[src/rtl/change_pkg.sv]
// Shared coin codes, dispenser states and coin helpers for the change path.
package change_pkg;

  typedef logic [2:0] coin_t;

  localparam coin_t COIN_NONE     = 3'd0;
  localparam coin_t COIN_CIRCLE   = 3'd1;
  localparam coin_t COIN_TRIANGLE = 3'd3;
  localparam coin_t COIN_PENTAGON = 3'd5;

  typedef enum logic [1:0] {
    ST_IDLE   = 2'd0,
    ST_EJECT1 = 2'd1,
    ST_EJECT2 = 2'd2,
    ST_DONE   = 2'd3
  } dispense_state_t;

  // A coin's code is its value; widen so sums of two coins cannot overflow.
  function automatic logic [3:0] coin_value(input coin_t c);
    return {1'b0, c};
  endfunction

  function automatic logic coin_is_real(input coin_t c);
    return (c == COIN_CIRCLE) || (c == COIN_TRIANGLE) || (c == COIN_PENTAGON);
  endfunction

endpackage

[src/rtl/inventory_regs.sv]
// Three 2-bit coin counters with parallel load and per-coin decrement.
module inventory_regs
  import change_pkg::*;
(
  input  logic       clock,
  input  logic       reset_L,
  input  logic       load_i,
  input  logic [1:0] init_pent_i,
  input  logic [1:0] init_tri_i,
  input  logic [1:0] init_circ_i,
  input  logic       dec_pent_i,
  input  logic       dec_tri_i,
  input  logic       dec_circ_i,
  output logic [1:0] pent_o,
  output logic [1:0] tri_o,
  output logic [1:0] circ_o
);

  logic [1:0] pent_q, tri_q, circ_q;

  // Decrements are guarded so a count can never wrap below zero.
  always_ff @(posedge clock) begin
    if (!reset_L) begin
      pent_q <= 2'd0;
      tri_q  <= 2'd0;
      circ_q <= 2'd0;
    end else if (load_i) begin
      pent_q <= init_pent_i;
      tri_q  <= init_tri_i;
      circ_q <= init_circ_i;
    end else begin
      if (dec_pent_i && (pent_q != 2'd0)) pent_q <= pent_q - 2'd1;
      if (dec_tri_i  && (tri_q  != 2'd0)) tri_q  <= tri_q  - 2'd1;
      if (dec_circ_i && (circ_q != 2'd0)) circ_q <= circ_q - 2'd1;
    end
  end

  assign pent_o = pent_q;
  assign tri_o  = tri_q;
  assign circ_o = circ_q;

endmodule

[src/rtl/coin_dispenser.sv]
// Ejects the change decision one coin per handshake and owns the coin inventory.
module coin_dispenser
  import change_pkg::*;
#(
  parameter int ACK_TIMEOUT = 15
) (
  input  logic       clock,
  input  logic       reset_L,
  input  logic       Start,
  input  logic [2:0] FirstCoin,
  input  logic [2:0] SecondCoin,
  input  logic       ExactAmount,
  input  logic       NotEnoughChange,
  input  logic       CoughUpMore,
  input  logic       LoadInv,
  input  logic [1:0] InitPentagons,
  input  logic [1:0] InitTriangles,
  input  logic [1:0] InitCircles,
  input  logic       EjectAck,
  output logic [1:0] Pentagons,
  output logic [1:0] Triangles,
  output logic [1:0] Circles,
  output logic [2:0] Eject,
  output logic       EjectValid,
  output logic [3:0] DispensedValue,
  output logic       Busy,
  output logic       Done,
  output logic       Rejected,
  output logic       Fault
);

  dispense_state_t state_q, state_d;
  coin_t           first_q, first_d, second_q, second_d, eject_q, eject_d;
  logic            valid_q, valid_d;
  logic [3:0]      disp_q, disp_d;
  logic [7:0]      cnt_q, cnt_d, cnt_inc;
  logic            done_q, done_d, rej_q, rej_d, fault_q, fault_d;
  logic            load, dec_pent, dec_tri, dec_circ;
  coin_t           cur_code;
  logic [1:0]      cur_count;

  inventory_regs u_inv (
    .clock       (clock),
    .reset_L     (reset_L),
    .load_i      (load),
    .init_pent_i (InitPentagons),
    .init_tri_i  (InitTriangles),
    .init_circ_i (InitCircles),
    .dec_pent_i  (dec_pent),
    .dec_tri_i   (dec_tri),
    .dec_circ_i  (dec_circ),
    .pent_o      (Pentagons),
    .tri_o       (Triangles),
    .circ_o      (Circles)
  );

  always_comb begin
    cur_code  = (state_q == ST_EJECT2) ? second_q : first_q;
    cur_count = 2'd0;
    case (cur_code)
      COIN_CIRCLE:   cur_count = Circles;
      COIN_TRIANGLE: cur_count = Triangles;
      COIN_PENTAGON: cur_count = Pentagons;
      default:       cur_count = 2'd0;
    endcase
  end

  assign cnt_inc = cnt_q + 8'd1;

  always_comb begin
    state_d  = state_q;
    first_d  = first_q;
    second_d = second_q;
    eject_d  = eject_q;
    valid_d  = valid_q;
    disp_d   = disp_q;
    cnt_d    = cnt_q;
    done_d   = 1'b0;
    rej_d    = 1'b0;
    fault_d  = 1'b0;
    load     = 1'b0;
    dec_pent = 1'b0;
    dec_tri  = 1'b0;
    dec_circ = 1'b0;
    case (state_q)
      ST_IDLE: begin
        cnt_d = 8'd0;
        if (LoadInv) begin
          load = 1'b1;
        end else if (Start) begin
          first_d  = FirstCoin;
          second_d = SecondCoin;
          disp_d   = 4'd0;
          if (CoughUpMore || NotEnoughChange)
            rej_d = 1'b1;
          else if (ExactAmount || ((FirstCoin == COIN_NONE) && (SecondCoin == COIN_NONE)))
            state_d = ST_DONE;
          else if (FirstCoin != COIN_NONE)
            state_d = ST_EJECT1;
          else
            state_d = ST_EJECT2;
        end
      end
      ST_EJECT1, ST_EJECT2: begin
        // The entry cycle (valid low) validates the coin before offering it.
        if (!valid_q && (!coin_is_real(cur_code) || (cur_count == 2'd0))) begin
          fault_d = 1'b1;
          state_d = ST_IDLE;
        end else if (valid_q && EjectAck) begin
          valid_d  = 1'b0;
          eject_d  = COIN_NONE;
          cnt_d    = 8'd0;
          disp_d   = disp_q + coin_value(cur_code);
          dec_pent = (cur_code == COIN_PENTAGON);
          dec_tri  = (cur_code == COIN_TRIANGLE);
          dec_circ = (cur_code == COIN_CIRCLE);
          if ((state_q == ST_EJECT1) && (second_q != COIN_NONE))
            state_d = ST_EJECT2;
          else
            state_d = ST_DONE;
        end else if (cnt_inc == 8'(ACK_TIMEOUT)) begin
          fault_d = 1'b1;
          valid_d = 1'b0;
          eject_d = COIN_NONE;
          state_d = ST_IDLE;
        end else begin
          cnt_d   = cnt_inc;
          valid_d = 1'b1;
          eject_d = cur_code;
        end
      end
      ST_DONE: begin
        done_d  = 1'b1;
        state_d = ST_IDLE;
      end
      default: state_d = ST_IDLE;
    endcase
  end

  always_ff @(posedge clock) begin
    if (!reset_L) begin
      state_q  <= ST_IDLE;
      first_q  <= COIN_NONE;
      second_q <= COIN_NONE;
      eject_q  <= COIN_NONE;
      valid_q  <= 1'b0;
      disp_q   <= 4'd0;
      cnt_q    <= 8'd0;
      done_q   <= 1'b0;
      rej_q    <= 1'b0;
      fault_q  <= 1'b0;
    end else begin
      state_q  <= state_d;
      first_q  <= first_d;
      second_q <= second_d;
      eject_q  <= eject_d;
      valid_q  <= valid_d;
      disp_q   <= disp_d;
      cnt_q    <= cnt_d;
      done_q   <= done_d;
      rej_q    <= rej_d;
      fault_q  <= fault_d;
    end
  end

  assign Eject          = eject_q;
  assign EjectValid     = valid_q;
  assign DispensedValue = disp_q;
  assign Busy           = (state_q != ST_IDLE);
  assign Done           = done_q;
  assign Rejected       = rej_q;
  assign Fault          = fault_q;

endmodule

[config.mk]
export PLATFORM = sky130hd
export DESIGN_NAME = coin_dispenser
export DESIGN_NICKNAME = d
export VERILOG_FILES = /design/src/rtl/change_pkg.sv /design/src/rtl/inventory_regs.sv /design/src/rtl/coin_dispenser.sv
export SDC_FILE = /design/constraint.sdc
export NUM_CORES = 1
export LEC_CHECK = 0
export CAP_MARGIN = 20
export CORE_ASPECT_RATIO = 1.5
export CORE_MARGIN = 10
export CORE_UTILIZATION = 45
export DETAILED_ROUTE_END_ITERATION = 6
export HOLD_SLACK_MARGIN = 0.1
export PLACE_DENSITY = 0.72
export SETUP_SLACK_MARGIN = 0.2
export SLEW_MARGIN = 40
export SYNTH_ARGS = -nofsm -noshare
export SYNTH_HDL_FRONTEND = slang
export SYNTH_SLANG_ARGS = --single-unit
[constraint.sdc]
create_clock -name clock -period 4.6 [get_ports clock]
set_clock_uncertainty 0.2 [all_clocks]
set_input_delay 0.46 -clock clock [delete_from_list [all_inputs] [get_ports clock]]
set_output_delay 0.46 -clock clock [all_outputs]
set_load 0.005 [all_outputs]
==> out/metrics.cfg <==
[worst_hold_path]
worstHoldPathType = reg -> reg
worst_hold_startpoint = DispensedValue[3]$_SDFFE_PN0P_

[global_route]
grt_pass1_vias = 1686
grt_max_degree = 24
grt_util_all_layers_pct = 13.0
antenna_found_initial = 0
grt_pass1_wl_um = 7880
globalRouteOverflowTotal = 0

[power]
power_switching_share_pct = 37.4
ir_drop_v = 0.000296
pwr-share-clk_pct = 23.6
powerDensity_nw_per_um2 = 379
sequentialPowerShare_pct = 37.3
power_leakage_uw = 0.000917
combinationalPowerShare_pct = 39.0
intPower_uw = 565
switching_power_uw = 338

[outcome]
status = finished, final reports clean

[routing]
postRouteAntennaNets = 0
totalWireLength_um = 4590
routed_wire_length_per_instance_um = 15.4
drt_iter0_markers = 93
detail_route.vias_per_cell = 5.68
route.detailed.drc = 0
drt-pass1-iter-count = 4
route.vias.total = 1692

[timing]
tightestPinTransition_ns = 0.737
timing.final.crit_share_pct = 60.3
hold_viol_final = 0
worst_slew_margin_rel_pct = 50.8
timing.setup.tns_ns = 0
final-max-slew-violation-count = 0
final.setup.worst_slack_ns = 1.83
finalWorstPathRequiredPeriod_ns = 2.77
clock.fmax_mhz = 360
grt_setup_unrepaired = false
final-setup-viol-count = 0

[final_layout]
layout.area.seq_sq_um = 661
stdcell_count = 298
fin_util_pct = 59.2
num-fill-cells = 357
num-nets-final = 286
multi_input_comb_area_sq_um = 1140
flow.area_growth_from_synthesis_pct = 25.1
post_route_cells_drive_above_1_share_pct = 9.49
insertedDiodeCount = 0

[critical_path]
worst_setup_path_start_kind = flip-flop
setup.worst_path.end_class = flip-flop
worst-setup-path-type = reg -> reg
cp_data_arrival_time_ns = 2.75
critical_path.startpoint = state_q[0]$_SDFFE_PN0P_
cp.required_ns = 4.58
crit_path_max_fanout = 9
timing.rr.start = state_q[0]$_SDFFE_PN0P_

[placement]
post-place-cells = 290
pre_cts_ws_ns = 1.82
rd_place_congestion = 0.884
numPortBuffers = 37
post-dp-hpwl_um = 3530

[yosys]
syn-num-nets = 249
post_synth_edffs = 0
synth.lib_cells_used.distinct = 49
postSynthAreaPerCell_sq_um = 8.87
ys_top_cells_by_area = dfxtp_1 (35%), ha_1 (8.5%), mux2i_1 (5.2%)
ys_async_sr_fraction_pct = 0
syn-cell-area_sq_um = 1910
ys_dominant_reg_cell = dfxtp_1
most_repeated_cell_in_the_gate_level_netlist_after_synthesis = dfxtp_1
yosys_register_bits = 33
yosysSeqAreaShare_pct = 34.6
synth_top_area_cell = dfxtp_1
yosys.area.top_type_share_pct = 34.6
yosysWarnings = 0
ys_top_cells_by_count = dfxtp_1 (33), inv_1 (17), nor2_1 (17)
syn-instance-count = 215

[clock_network]
ctsHtreeMaxLevel = 2
cts_repair_resize_count = 0
post_cts_setup_inserts = 0
cts.reportedPaths.clkPinSlew_ns = 0.07
hold_fix_buffers_cts = 0
clock-sinks = 33
cts_buffers = 5
root_buffer = clkbuf_8
clkLatencyLatePin_ns = 0.29
ctsLongestPathBuffers = 2
tritoncts = yes

[floorplanning]
dieArea_sq_um = 7290
coreArea_sq_um = 4030
dieWidth_um = 73.2
floorplan.rows = 28
fp.dieH_um = 99.7
initial_core_util_pct = 47.3
io-pin-count = 38

[job]
maxCapViolCount = 0

-- final timing paths --
path | end | slack [ns] | depth (start not counted)
setup / recovery | cnt_q[5]$_SDFFE_PN0P_ | 1.83 | 8
hold / removal | DispensedValue[3]$_SDFFE_PN0P_ | 0.29 | 2
setup reg to reg | cnt_q[5]$_SDFFE_PN0P_ | 1.83 | 8
hold reg to reg | DispensedValue[3]$_SDFFE_PN0P_ | 0.29 | 2
-- per-stage QoR --
stage	area (sq um)	total power [uW]	hold WS (ns)
5_1_grt	2380	971	0.327
3_5_place_dp	2300	696	0.282
6_report	2380	903	0.294
2_1_floorplan	1910	568	0.263
4_1_cts	2380	909	0.297
3_3_place_gp	2300	692	0.291
-- power by group through the flow --
| stage | clock network (uW) | logic [uW] | registers (uW) |
|---|---|---|---|
| global placement | 0 | 349 | 343 |
| floorplan | 0 | 227 | 341 |
| finish | 213 | 353 | 337 |
| detailed placement | 0 | 352 | 344 |
| global route | 232 | 396 | 342 |
| CTS | 218 | 354 | 338 |
-- flip-flops by register name (all words and copies together) (netlist names) --
name            count
cnt_q               8
DispensedValue      4
Eject               3
first_q             3
second_q            3
state_q             2
u_inv.circ_o        2
u_inv.pent_o        2
u_inv.tri_o         2
Done                1
EjectValid          1
Fault               1
Rejected            1
-- critical path, cell delays in order, from the launching register on --
cell	delay, ns
dfxtp_1	0.34
inv_1	0.11
ha_1	0.26
mux2i_1	0.42
inv_1	0.17
a311oi_2	0.43
a211o_1	0.34
nor2_1	0.08
a311o_1	0.31
-- metal layers --
layer	track usage (%)	share of wire (%)	wire, um	up-vias
li1	-	-	-	844
met1	14.9	43	1990	789
met2	20.6	47	2140	46
met3	4.48	6.9	316	13
met4	6.74	3.0	136	0
met5	0	0	0	-
-- cell type report --
cell class | count | area share (%)
sequential | 33 | 27.7
clock inverter | 2 | 0.420
tap | 45 | 2.36
inverter | 18 | 2.83
clock buffer | 6 | 3.04
multi-input combinational | 156 | 47.8
timing repair buffer | 38 | 15.8
-- cells in the final DEF (no fill, tap or decap), types with 3 or more instances in the layout --
cell and count:
a211oi_1 3, a21oi_1 12, a22oi_1 3, a31o_2 4, and2_1 3, clkbuf_8 5
clkdlybuf4s50_1 37, dfxtp_1 33, ha_1 13, inv_1 17, mux2i_1 10, nand2_1 14
nand3_1 13, nand3b_1 3, nor2_1 17, nor3_1 6, o21ai_0 10, o31ai_1 4
or3_1 3, xnor2_1 4, xor2_1 4
-- cells by family after synthesis --
kind of cell / count (synthesis) / share of synthesized area, %
AND/OR/NAND/NOR: 71 / 19.3
AO/OA/AOI/OAI: 51 / 20.4
flip-flops: 33 / 34.6
buffers and inverters: 26 / 5.58
adder cells (fa/ha/maj): 14 / 9.58
multiplexers: 12 / 6.82
XOR/XNOR: 8 / 3.67
Power figures use the tool's default switching activity.
